[src/rtl/multicycle_exec_unit.sv]
// Execution unit: single-cycle ALU/shift ops plus iterative MUL/MULHU/DIVU/REMU.
// Define EXEC_SIGNED_DIV_EN to turn opcodes 14/15 into signed DIV/REM.
module multicycle_exec_unit #(
  parameter int unsigned XLEN    = 32,
  parameter int unsigned SHAMT_W = 5
) (
  input  logic               clk,
  input  logic               rst,
  input  logic               start,
  input  logic [XLEN-1:0]    operand_A,
  input  logic [XLEN-1:0]    operand_B,
  input  logic [3:0]         opcode,
  input  logic [SHAMT_W-1:0] shift_amount,
  output logic               busy,
  output logic               done,
  output logic [XLEN-1:0]    result,
  output logic               zero_flag,
  output logic               negative_flag
);

  localparam logic [3:0] OpAdd   = 4'd0;
  localparam logic [3:0] OpSub   = 4'd1;
  localparam logic [3:0] OpAnd   = 4'd2;
  localparam logic [3:0] OpOr    = 4'd3;
  localparam logic [3:0] OpXor   = 4'd4;
  localparam logic [3:0] OpSll   = 4'd5;
  localparam logic [3:0] OpSrl   = 4'd6;
  localparam logic [3:0] OpSra   = 4'd7;
  localparam logic [3:0] OpSlt   = 4'd8;
  localparam logic [3:0] OpSltu  = 4'd9;
  localparam logic [3:0] OpMul   = 4'd10;
  localparam logic [3:0] OpMulhu = 4'd11;
  localparam logic [3:0] OpDivu  = 4'd12;
  localparam logic [3:0] OpRemu  = 4'd13;
`ifdef EXEC_SIGNED_DIV_EN
  localparam logic [3:0] OpDiv   = 4'd14;
  localparam logic [3:0] OpRem   = 4'd15;
`endif

  localparam logic [SHAMT_W-1:0] LastStep = SHAMT_W'(XLEN - 1);

  typedef enum logic [1:0] {StIdle, StCalc, StDone} state_e;

  state_e            state_q, state_d;
  logic [3:0]        op_q, op_d;
  logic [SHAMT_W-1:0] cnt_q, cnt_d;
  // acc: multiply high half / divide partial remainder
  // lo:  multiplier being consumed / dividend shifting out, quotient shifting in
  logic [XLEN-1:0]   acc_q, acc_d;
  logic [XLEN-1:0]   lo_q, lo_d;
  logic [XLEN-1:0]   opnd_q, opnd_d;
  logic [XLEN-1:0]   result_q, result_d;
  logic              zero_q, zero_d;
  logic              neg_q, neg_d;
`ifdef EXEC_SIGNED_DIV_EN
  logic              qneg_q, qneg_d;
  logic              rneg_q, rneg_d;
  logic              a_neg, b_neg;
  logic [XLEN-1:0]   a_mag, b_mag;
`endif

  logic [XLEN-1:0]   alu_res;
  logic [XLEN:0]     mul_sum;
  logic [XLEN-1:0]   mul_acc, mul_lo;
  logic [XLEN:0]     div_shift;
  logic              div_ok;
  logic [XLEN-1:0]   div_acc, div_lo;
  logic [XLEN-1:0]   iter_res;
  logic              upd;

  function automatic logic is_iter(input logic [3:0] op);
`ifdef EXEC_SIGNED_DIV_EN
    return op >= OpMul;
`else
    return (op >= OpMul) && (op <= OpRemu);
`endif
  endfunction

  function automatic logic is_mul(input logic [3:0] op);
    return (op == OpMul) || (op == OpMulhu);
  endfunction

  always_comb begin
    alu_res = '0;
    case (opcode)
      OpAdd:   alu_res = operand_A + operand_B;
      OpSub:   alu_res = operand_A - operand_B;
      OpAnd:   alu_res = operand_A & operand_B;
      OpOr:    alu_res = operand_A | operand_B;
      OpXor:   alu_res = operand_A ^ operand_B;
      OpSll:   alu_res = operand_A << shift_amount;
      OpSrl:   alu_res = operand_A >> shift_amount;
      OpSra:   alu_res = XLEN'($signed(operand_A) >>> shift_amount);
      OpSlt:   alu_res = {{(XLEN-1){1'b0}}, $signed(operand_A) < $signed(operand_B)};
      OpSltu:  alu_res = {{(XLEN-1){1'b0}}, operand_A < operand_B};
      default: alu_res = '0;
    endcase
  end

`ifdef EXEC_SIGNED_DIV_EN
  always_comb begin
    a_neg = operand_A[XLEN-1];
    b_neg = operand_B[XLEN-1];
    a_mag = a_neg ? -operand_A : operand_A;
    b_mag = b_neg ? -operand_B : operand_B;
  end
`endif

  // Shift-add multiply step: the product forms in {acc, lo} over XLEN steps.
  always_comb begin
    mul_sum = {1'b0, acc_q} + {1'b0, (lo_q[0] ? opnd_q : '0)};
    mul_acc = mul_sum[XLEN:1];
    mul_lo  = {mul_sum[0], lo_q[XLEN-1:1]};
  end

  // Restoring divide step; a zero divisor always "fits", giving all-ones / dividend.
  always_comb begin
    div_shift = {acc_q, lo_q[XLEN-1]};
    div_ok    = div_shift >= {1'b0, opnd_q};
    div_acc   = div_ok ? (div_shift[XLEN-1:0] - opnd_q) : div_shift[XLEN-1:0];
    div_lo    = {lo_q[XLEN-2:0], div_ok};
  end

  always_comb begin
    iter_res = '0;
    case (op_q)
      OpMul:   iter_res = mul_lo;
      OpMulhu: iter_res = mul_acc;
      OpDivu:  iter_res = div_lo;
      OpRemu:  iter_res = div_acc;
`ifdef EXEC_SIGNED_DIV_EN
      OpDiv:   iter_res = qneg_q ? -div_lo : div_lo;
      OpRem:   iter_res = rneg_q ? -div_acc : div_acc;
`endif
      default: iter_res = '0;
    endcase
  end

  always_comb begin
    state_d  = state_q;
    op_d     = op_q;
    cnt_d    = cnt_q;
    acc_d    = acc_q;
    lo_d     = lo_q;
    opnd_d   = opnd_q;
    result_d = result_q;
    zero_d   = zero_q;
    neg_d    = neg_q;
    upd      = 1'b0;
`ifdef EXEC_SIGNED_DIV_EN
    qneg_d   = qneg_q;
    rneg_d   = rneg_q;
`endif
    case (state_q)
      StIdle, StDone: begin
        state_d = StIdle;
        if (start) begin
          if (is_iter(opcode)) begin
            state_d = StCalc;
            op_d    = opcode;
            cnt_d   = '0;
            acc_d   = '0;
            lo_d    = is_mul(opcode) ? operand_B : operand_A;
            opnd_d  = is_mul(opcode) ? operand_A : operand_B;
`ifdef EXEC_SIGNED_DIV_EN
            if (opcode >= 4'd14) begin
              lo_d   = a_mag;
              opnd_d = b_mag;
              qneg_d = (a_neg ^ b_neg) && (operand_B != '0);
              rneg_d = a_neg;
            end
`endif
          end else begin
            state_d  = StDone;
            result_d = alu_res;
            upd      = 1'b1;
          end
        end
      end
      StCalc: begin
        cnt_d = cnt_q + 1'b1;
        if (is_mul(op_q)) begin
          acc_d = mul_acc;
          lo_d  = mul_lo;
        end else begin
          acc_d = div_acc;
          lo_d  = div_lo;
        end
        if (cnt_q == LastStep) begin
          state_d  = StDone;
          result_d = iter_res;
          upd      = 1'b1;
        end
      end
      default: state_d = StIdle;
    endcase
    if (upd) begin
      zero_d = (result_d == '0);
      neg_d  = result_d[XLEN-1];
    end
  end

  always_ff @(posedge clk) begin
    if (rst) begin
      state_q  <= StIdle;
      op_q     <= '0;
      cnt_q    <= '0;
      acc_q    <= '0;
      lo_q     <= '0;
      opnd_q   <= '0;
      result_q <= '0;
      zero_q   <= 1'b0;
      neg_q    <= 1'b0;
`ifdef EXEC_SIGNED_DIV_EN
      qneg_q   <= 1'b0;
      rneg_q   <= 1'b0;
`endif
    end else begin
      state_q  <= state_d;
      op_q     <= op_d;
      cnt_q    <= cnt_d;
      acc_q    <= acc_d;
      lo_q     <= lo_d;
      opnd_q   <= opnd_d;
      result_q <= result_d;
      zero_q   <= zero_d;
      neg_q    <= neg_d;
`ifdef EXEC_SIGNED_DIV_EN
      qneg_q   <= qneg_d;
      rneg_q   <= rneg_d;
`endif
    end
  end

  assign busy          = (state_q == StCalc);
  assign done          = (state_q == StDone);
  assign result        = result_q;
  assign zero_flag     = zero_q;
  assign negative_flag = neg_q;

endmodule

[config.mk]
export PLATFORM = sky130hd
export DESIGN_NAME = multicycle_exec_unit
export DESIGN_NICKNAME = d
export VERILOG_FILES = /design/src/rtl/multicycle_exec_unit.sv
export SDC_FILE = /design/constraint.sdc
export NUM_CORES = 1
export LEC_CHECK = 0
export CAP_MARGIN = 10
export CELL_PAD_IN_SITES_DETAIL_PLACEMENT = 1
export CELL_PAD_IN_SITES_GLOBAL_PLACEMENT = 2
export CORE_MARGIN = 5
export CORE_UTILIZATION = 33
export CTS_CLUSTER_SIZE = 28
export DETAILED_ROUTE_END_ITERATION = 6
export PLACE_DENSITY = 0.83
export SYNTH_ARGS = -nofsm -noshare
export SYNTH_HDL_FRONTEND = slang
export SYNTH_SLANG_ARGS = --single-unit
[constraint.sdc]
create_clock -name clk -period 5.15 [get_ports clk]
set_clock_uncertainty 0.05 [all_clocks]
set_input_delay 1.2875 -clock clk [delete_from_list [all_inputs] [get_ports clk]]
set_output_delay 1.2875 -clock clk [all_outputs]
set_load 0.1 [all_outputs]
==> flow_summary_export.csv <==
group,metric,value,unit
clock_network,clk_latency,450,ps
yosys,yosysSeqAreaShare,0.132,
routing,antenna_left,0,
critical_path,critPathCaptureType,"flop",
timing,hold_viol,0,
die,ios,112,
timing,worst_pin_slew,1020,ps
placed_design,dpl_cell_area,28300,um^2
yosys,syn_area_per_cell,7.05,um^2
global_route,grt_util_met3,0.0404,
clock_network,h-tree-depth,4,
min_path,hp-class,"flop to flop",
routing,wl_per_cell,29.2,um
routing,drc_errors,0,
status,failed_checks,"setup timing",
cells_and_area,num-fill-cells,8155,
critical_path,worstPathMaxFanout,9,
timing,setup_viol,1,
global_route,globalRoute.busiestLayer,"met2",
yosys,ys_warn_count,0,
global_route,met2_usage,0.602,
power,cellPowerDensity,204,nW/um^2
clock_network,postCtsHoldBufs,0,
yosys,syn_nets,3285,
die,dieArea,70200,um^2
critical_path,cp.required,5460,ps
routing,wl,132000,um
routing,drtIter0Drc,2563,
timing,final.period_utilization,1.05,
power,power.internal,3.25,mW
cells_and_area,syn_to_final_growth,37.5,%
clock_network,cts_buffer_depth,2,
timing,slew_viol_final,0,
die,die_height,265,um
timing,maxClockFrequency,0.185,GHz
timing,fin_crit,5400,ps
die,start_util,0.333,
status,outcome,"complete, but fails checks",
placed_design,gp_congestion,0.989,
critical_path,startpoint_type,"input port",
power,total_leakage_power,12.6,nW
clock_network,clkTransAtPathRegs,70,ps
timing,rsz0062_at_grt,"yes",
clock_network,cts.sinks,141,
timing,relSlewSlack,0.317,
yosys,synth_area,21400,um^2
global_route,grt_use_total,0.359,
power,pwr-share-comb,0.581,
cells_and_area,drive_above_1_share,0.265,
yosys,synth_edf_count,0,
routing,avgViaCountPerCell,6.21,
power,total_power,6.00,mW
global_route,antenna_found_initial,6,
global_route,grtUsageMet1,0.473,
power,clkPwrFrac,0.214,
placed_design,post-dp-hpwl,109000,um
timing,setup_tns,-251,ps
yosys,ys_ff_latch,141,
die,placementRows,93,
global_route,grt_pass1_wl,193000,um
yosys,synthArstFlopShare,0,
routing,firstDrtPassIters,6,
flow_run,max-cap-violations,0,
yosys,ys.flop_type,"dfxtp_1",
critical_path,cp.arrival,5710,ps
clock_network,numCtsBuffers,17,
power,switchingPower,2.75,mW
power,max-vdd-ir-drop,230,uV
global_route,grt_max_degree,68,
cells_and_area,finalNetCount,3904,
cells_and_area,stdcell_area,29500,um^2
power,seq_power_share,0.205,
routing,via_count,28200,
yosys,syn_inst,3041,
die,die_w,265,um
clock_network,cts_tree,"yes",
clock_network,root_buffer,"clkbuf_16",
global_route,grt_pass1_vias,29000,
die,coreArea,64500,um^2
placed_design,io_buffers,111,
power,swShare,0.459,
yosys,synth.distinct_cells,95,
global_route,grt_overflow,0,
critical_path,critical_path_class,"input port to flop",
cells_and_area,fin_util,0.457,
timing,fin_ws,-251,ps
-- stage by stage --
| stage | instances | setup slack (ps) | hold slack (ps) |
|---|---|---|---|
| CTS | 4525 | -198 | 441 |
| floorplan | 3041 | 22.5 | 402 |
| finish | 4532 | -251 | 439 |
| global placement | 4489 | -1010 | 409 |
| detailed placement | 4489 | -1190 | 432 |
| global route | 4528 | -336 | 461 |
-- final timing paths --
kind / slack, ps / depth (start not counted) / start / to
max: -250 / 17 / operand_A[5] / zero_flag
max reg2reg: -130 / 18 / opnd_q[0] / zero_flag
min reg2reg: 440 / 2 / cnt_q[1] / cnt_q[1]
min: 440 / 2 / cnt_q[1] / cnt_q[1]
-- repair_timing --
action | 4_1_cts | 5_1_grt
gates resized for setup | 51 | 68
setup endpoints to repair | 10 | 7
buffers inserted | 4 | 3
pin swaps | 11 | 12
-- placed cells by master (no fill, tap or decap), types with 11 or more instances in the layout --
cell type / n
xor2_1: 29
buf_4: 738
nand2b_1: 27
nor2b_1: 25
dfxtp_1: 141
a211oi_1: 95
nor3_1: 51
o211ai_1: 54
clkbuf_16: 17
inv_2: 12
a31oi_1: 32
and3_1: 19
o22ai_1: 24
a221oi_1: 26
o21a_1: 16
clkdlybuf4s50_1: 88
mux2i_1: 68
ha_4: 11
nor2_1: 337
ha_1: 147
o21bai_1: 19
nand4_1: 25
buf_12: 12
xnor2_1: 47
o31ai_1: 22
a311oi_1: 37
and2_1: 56
a22oi_1: 34
nor4_1: 11
inv_1: 141
a21oi_1: 324
o21ai_0: 121
nand3_1: 105
nand2_1: 309
dlymetal6s2s_1: 11
o2111ai_1: 15
mux4_2: 61
o221ai_1: 22
a21o_1: 39
-- cell type report --
type / count / area, um^2 / area share
Multi-Input combinational cell: 2483 / 17500 / 0.593
Timing Repair Buffer: 863 / 6930 / 0.235
Sequential cell: 141 / 2820 / 0.0957
Tap cell: 855 / 1070 / 0.0363
Inverter: 154 / 578 / 0.0196
Clock buffer: 18 / 429 / 0.0146
Clock inverter: 14 / 160 / 0.00543
Antenna cell: 4 / 10.0 / 0.000340
-- synthesized netlist by cell type, drive strengths merged, types with 8 or more instances --
cell type,number,share of area
a2111oi,10,0.0044
a211oi,97,0.034
a211o,9,0.0037
o21ai,127,0.030
and3,19,0.0055
a22o,9,0.0037
and2,56,0.016
o211ai,54,0.019
nand4,25,0.0073
o21a,16,0.0056
mux2,10,0.0053
a21o,39,0.014
nor4,14,0.0041
a21oi,327,0.076
xor2,29,0.012
o22ai,25,0.0073
mux2i,71,0.034
mux4,64,0.068
nor2b,26,0.0076
dfxtp,141,0.13
nor3,53,0.013
ha,164,0.096
o31ai,30,0.011
clkbuf,194,0.034
buf,69,0.017
or3,11,0.0032
a22oi,34,0.012
a21boi,10,0.0035
a311oi,42,0.018
a221oi,33,0.013
nand2b,28,0.0082
o2111ai,16,0.0065
or2,9,0.0026
nor2,341,0.060
nand2,314,0.055
a222oi,10,0.0047
nand3,106,0.025
or4,8,0.0030
o221ai,24,0.0098
inv,153,0.027
xnor2,47,0.019
o21bai,19,0.0067
a31oi,35,0.010
-- power by group through the flow --
| stage | clock [mW] | combinational [mW] | sequential (mW) |
|---|---|---|---|
| final | 1.28 | 3.49 | 1.23 |
| after global routing | 1.34 | 3.65 | 1.24 |
| after CTS | 1.29 | 3.37 | 1.23 |
| after detailed placement | 0 | 3.30 | 1.25 |
| after global placement | 0 | 3.24 | 1.25 |
| after floorplan | 0 | 1.63 | 1.33 |
-- cell families (layout without fill, tap and decap cells) --
logic type	Yosys count	after routing	share of synthesized area
buf+inv	417	1049	0.0778
xor+xnor	76	76	0.0310
other cells	0	4	0
flops	141	141	0.132
compound gates	1055	1055	0.331
mux	145	145	0.107
fa+ha+maj	168	168	0.0994
simple gates	1039	1039	0.222
-- worst max-delay path, stage by stage --
cell             delay [ps]
clkdlybuf4s50_1         420
buf_4                   160
buf_12                  140
mux4_2                  590
a222oi_1                390
buf_4                   210
o21ai_0                  80
o31ai_1                 430
buf_4                   240
o211ai_1                100
a221oi_1                240
buf_4                   170
nand4_1                 100
or4_4                   560
a2111oi_4               230
nand4bb_1               150
o31ai_2                 200
-- registers in the layout, indices dropped and copies added (netlist names) --
signal and flops:
op_q 4, zero_flag 1, acc_q 32, lo_q 32, state_q 2, negative_flag 1, cnt_q 5, result 32
opnd_q 32
-- routing by layer --
| layer | share of wire | up-vias |
|---|---|---|
| met2 | 0.46 | 1191 |
| met3 | 0.062 | 281 |
| met4 | 0.047 | 4 |
| met5 | 0.00014 | - |
| met1 | 0.43 | 14100 |
| li1 | - | 12500 |
Note: power is estimated with default switching activity, not from simulation.
